[config.mk]
export PLATFORM = sky130hd
export DESIGN_NAME = updown_counter_n
export DESIGN_NICKNAME = d
export VERILOG_FILES = /design/src/rtl/updown_counter_n.sv
export SDC_FILE = /design/constraint.sdc
export NUM_CORES = 1
export LEC_CHECK = 0
export CAP_MARGIN = 20
export CORE_UTILIZATION = 45
export CTS_CLUSTER_DIAMETER = 40
export DETAILED_ROUTE_END_ITERATION = 10
export PLACE_DENSITY = 0.75
export SETUP_SLACK_MARGIN = 0.3
export SLEW_MARGIN = 10
export SYNTH_ARGS = -nofsm -noshare
export SYNTH_HDL_FRONTEND = slang
export SYNTH_SLANG_ARGS = --single-unit
export TNS_END_PERCENT = 100
[constraint.sdc]
create_clock -name clock -period 2.8 [get_ports clock]
set_clock_uncertainty 0.2 [all_clocks]
set_input_delay 0.56 -clock clock [delete_from_list [all_inputs] [get_ports clock]]
set_output_delay 0.56 -clock clock [all_outputs]
set_load 0.005 [all_outputs]
[src/rtl/updown_counter_n.sv]
// updown_counter_n: parametrised synchronous up/down counter with parallel
// load, programmable reload/terminal value, wrap or one-shot mode and a
// registered terminal-count pulse.
//
// Optional feature macro: UPDOWN_COUNTER_PRESCALER_EN
//   defined   -> a step happens only once every PRESCALE qualifying edges
//   undefined -> every edge with enable=1 and done=0 is a step (PRESCALE unused)
//
// Interface timing: no valid/ready handshake. Every output is registered and
// valid on every cycle; inputs sampled at edge N are reflected after edge N.
// Priority at each edge: reset low > load > count step > hold.
module updown_counter_n #(
  parameter int                 WIDTH       = 8,
  parameter logic [WIDTH-1:0]   RESET_VALUE = {WIDTH{1'b1}},
  parameter int                 PRESCALE    = 4
) (
  input  logic             clock,
  input  logic             reset,
  input  logic             enable,
  input  logic             up_down,
  input  logic             one_shot,
  input  logic             load,
  input  logic [WIDTH-1:0] load_value,
  input  logic [WIDTH-1:0] reload_value,
  output logic [WIDTH-1:0] count_out,
  output logic             tc,
  output logic             done
);

  // A step may only be requested while the counter is not frozen by done.
  logic step_request;
  logic step_tick;

  assign step_request = enable && !done;

`ifdef UPDOWN_COUNTER_PRESCALER_EN
  // One extra bit of headroom keeps the width legal when PRESCALE is 1.
  localparam int PRE_W = (PRESCALE > 1) ? $clog2(PRESCALE) : 1;
  localparam logic [PRE_W-1:0] PRE_LAST = PRE_W'(PRESCALE - 1);

  logic [PRE_W-1:0] prescale_q;

  assign step_tick = step_request && (prescale_q == PRE_LAST);

  // Prescaler: counts qualifying edges, restarts after each step, cleared by load.
  always_ff @(posedge clock) begin
    if (!reset) begin
      prescale_q <= '0;
    end else if (load) begin
      prescale_q <= '0;
    end else if (step_request) begin
      if (prescale_q == PRE_LAST) begin
        prescale_q <= '0;
      end else begin
        prescale_q <= prescale_q + 1'b1;
      end
    end
  end
`else
  assign step_tick = step_request;
`endif

  // Next-state decode for a single step: terminal detection and mode handling.
  logic [WIDTH-1:0] step_count;
  logic             step_tc;
  logic             step_done;
  logic             up_terminal;
  logic             down_terminal;

  assign up_terminal   = (count_out == reload_value);
  assign down_terminal = (count_out == '0);

  // Combinational step result; only applied when step_tick is high.
  always_comb begin
    step_count = count_out;
    step_tc    = 1'b0;
    step_done  = done;
    if (up_down) begin
      if (up_terminal) begin
        step_tc = 1'b1;
        if (one_shot) begin
          step_done = 1'b1;
        end else begin
          step_count = '0;
        end
      end else begin
        // Natural rollover from all-ones to zero is not a terminal event.
        step_count = count_out + 1'b1;
      end
    end else begin
      if (down_terminal) begin
        step_tc = 1'b1;
        if (one_shot) begin
          step_done = 1'b1;
        end else begin
          step_count = reload_value;
        end
      end else begin
        step_count = count_out - 1'b1;
      end
    end
  end

  // Main count register, terminal pulse and sticky one-shot flag.
  always_ff @(posedge clock) begin
    if (!reset) begin
      count_out <= RESET_VALUE;
      tc        <= 1'b0;
      done      <= 1'b0;
    end else if (load) begin
      count_out <= load_value;
      tc        <= 1'b0;
      done      <= 1'b0;
    end else if (step_tick) begin
      count_out <= step_count;
      tc        <= step_tc;
      done      <= step_done;
    end else begin
      tc        <= 1'b0;
    end
  end

endmodule

==> flow_metrics.env <==
export IMPL_antennaDiodeCount=0
export IMPL_post_synth_num_cell_types=50
export IMPL_synth_nets=165
export IMPL_irDropWorstVdd_v=0.000326
export IMPL_relSlewSlack_pct=68.1
export IMPL_cp_arrival_ps=2360
export IMPL_io_pins=32
export IMPL_use_met3_pct=2.63
export IMPL_synthArstFlopShare_pct=0
export IMPL_yosys_area_top_type="dfxtp_1"
export IMPL_std_cell_rows=17
export IMPL_cts_tree="done"
export IMPL_synth_seq_cells=10
export IMPL_track_usage_pct=26.1
export IMPL_synthTopCellsByCount="12 x xor2_1, 11 x nor2_1, 10 x dfxtp_1"
export IMPL_nNetsFinal=202
export IMPL_max_freq_mhz=417
export IMPL_drive_gt1_share_pct=20.6
export IMPL_synth_edf_count=0
export IMPL_use_met1_pct=33.8
export IMPL_dieHeight_um=52.0
export IMPL_antenna_found_initial=0
export IMPL_grt_pass1_wl_um=5230
export IMPL_grt_max_degree=13
export IMPL_required_ps=2760
export IMPL_fin_cells=203
export IMPL_cts_buffer_depth=2
export IMPL_die_w_um=52.0
export IMPL_setup_viol=0
export IMPL_cts_htree_levels=1
export IMPL_grt_pass1_vias=1131
export IMPL_hold_path_class="reg -> reg"
export IMPL_numCtsBuffers=3
export IMPL_wl_per_cell_um=16.7
export IMPL_synthTopCellsByArea="dfxtp_1 18%, xor2_1 9.3%, clkbuf_8 6.1%"
export IMPL_pwr_density_cell_nw_per_um2=320
export IMPL_cap_violations=0
export IMPL_synth_top_flop_cell="dfxtp_1"
export IMPL_yosysWarnings=0
export IMPL_hold_viol=0
export IMPL_syn_avg_cell_area_um2=8.04
export IMPL_critPathKind="reg -> reg"
export IMPL_post_cts_buffers=0
export IMPL_r2r_end="count_out[2]$_SDFFE_PN1P_"
export IMPL_ys_seq_area_share_pct=17.8
export IMPL_area_growth_pct=37.2
export IMPL_fin_crit_ps=2400
export IMPL_ant_nets=0
export IMPL_drt_iter0_drc=69
export IMPL_cp_start_kind="flip-flop"
export IMPL_reg2reg_depth=7
export IMPL_cp_end_kind="flip-flop"
export IMPL_vias=1273
export IMPL_crit_path_end="count_out[2]$_SDFFE_PN1P_"
export IMPL_tightest_slew_ps=478
export IMPL_crit_fanout=6
export IMPL_period_share_pct=85.6
export IMPL_use_met2_pct=44.7
export IMPL_grt_ovfl_total=0
export IMPL_finalPower_w=0.000494
export IMPL_cts_sinks=10
export IMPL_dp_hpwl_um=2490
export IMPL_coreArea_um2=2280
export IMPL_netlist_instances=140
export IMPL_dp_cells=200
export IMPL_final_max_slew_viol_count=0
export IMPL_start_util_pct=49.5
export IMPL_synth_most_common_cell="xor2_1"
export IMPL_fin_util_pct=67.9
export IMPL_yosysTopAreaCellShare_pct=17.8
export IMPL_grt_busiest_layer="met2"
export IMPL_worstSkewPairLatency_ps=260
export IMPL_drtPass1Iterations=4
export IMPL_postCtsHoldBufs=0
export IMPL_die_area_um2=2710
export IMPL_regToRegSetupSlack_ps=400
export IMPL_via_per_inst=6.27
export IMPL_drt_wl_total_um=3390
export IMPL_netlist_area_um2=1130
export IMPL_drc=0
export IMPL_port_buffers=31
export IMPL_gp_congestion=0.846
export IMPL_path_clk_slew_ps=70
export IMPL_root_buffer="clkbuf_4"
export IMPL_rsz0062_at_grt="false"
export IMPL_status="finished, final reports clean"
export IMPL_critPathLaunch="count_out[0]$_SDFFE_PN1P_"
export IMPL_r2r_start="count_out[0]$_SDFFE_PN1P_"
export IMPL_p_leak_nw=0.576
through the flow:
step | TNS (ps) | setup WS [ps] | instance area [um^2] | hold slack, ps
2_1_floorplan | 0 | 377 | 1130 | 287
3_3_place_gp | -64.5 | -64.5 | 1450 | 282
3_5_place_dp | -95.1 | -95.1 | 1450 | 304
4_1_cts | 0 | 295 | 1480 | 318
5_1_grt | 0 | 280 | 1550 | 328
6_report | 0 | 405 | 1550 | 306
repair_timing:
action,in CTS,in global routing
setup endpoints to repair,3,8
pin swaps,1,4
gates resized for setup,4,16
cell families (layout without fill, tap and decap cells):
kind of cell | count (synthesis) | count (layout) | synth area share, %
AOI/OAI and AO/OA | 41 | 41 | 29.0
xor gates and xnor gates | 14 | 14 | 10.9
adders and majority gates | 3 | 3 | 3.33
buffers and inverters | 21 | 56 | 14.0
DFF | 10 | 10 | 17.8
and+or+nand+nor | 51 | 51 | 25.0
worst min-delay path by stage:
stage               slack [ps]              start                end  depth (start not counted)
floorplan                  290  done$_SDFFE_PP0P_  done$_SDFFE_PP0P_                          1
global placement           280  done$_SDFFE_PP0P_  done$_SDFFE_PP0P_                          1
detailed placement         300  done$_SDFFE_PP0P_  done$_SDFFE_PP0P_                          1
CTS                        320  done$_SDFFE_PP0P_  done$_SDFFE_PP0P_                          1
global route               330  done$_SDFFE_PP0P_  done$_SDFFE_PP0P_                          1
finish                     310  done$_SDFFE_PP0P_  done$_SDFFE_PP0P_                          1
layer usage:
metal  vias to the layer above  share of wire, %
met5                         -                 0
met4                         0              0.77
met3                         6               6.5
met2                        66                50
met1                       600                43
li1                        601                 -
area by class of cell:
class	count	area (um^2)
sequential	10	201
inverter	8	30.0
timing repair buffer	45	418
clock buffer	3	22.5
multi-input combinational	109	838
tap	28	35.0
fill	195	731
worst max-delay path, cell delays in order (launching register included):
cell and delay (ps):
dfxtp_1 370, inv_1 110, ha_1 210, or4b_4 530
nor2_2 160, o21ai_0 130, a221o_1 370, a22o_1 210
placed cells by master (no fill, tap or decap), types with 3 or more instances in the layout:
| cell type | netlist | layout |
|---|---|---|
| o21ai_0 | 6 | 6 |
| inv_1 | 7 | 7 |
| nand3_1 | 5 | 5 |
| nor3_1 | 7 | 7 |
| a221oi_1 | 4 | 4 |
| a31oi_1 | 3 | 3 |
| buf_4 | 1 | 14 |
| xor2_1 | 12 | 12 |
| nor2_1 | 11 | 10 |
| nand2_1 | 8 | 7 |
| clkdlybuf4s50_1 | 0 | 30 |
| dfxtp_1 | 10 | 9 |
| ha_1 | 3 | 3 |
| clkbuf_4 | 0 | 3 |
sequential cells by signal (all words and copies together) (netlist names):
name,count
count_out,8
done,1
tc,1
where the power goes:
part | internal (W) | switching (W) | leakage, nW
registers | 0.000154 | 0.0000321 | 0.0827
clock network | 0.0000497 | 0.0000492 | 0.0138
logic | 0.000114 | 0.0000946 | 0.480
Power figures use the tool's default switching activity.
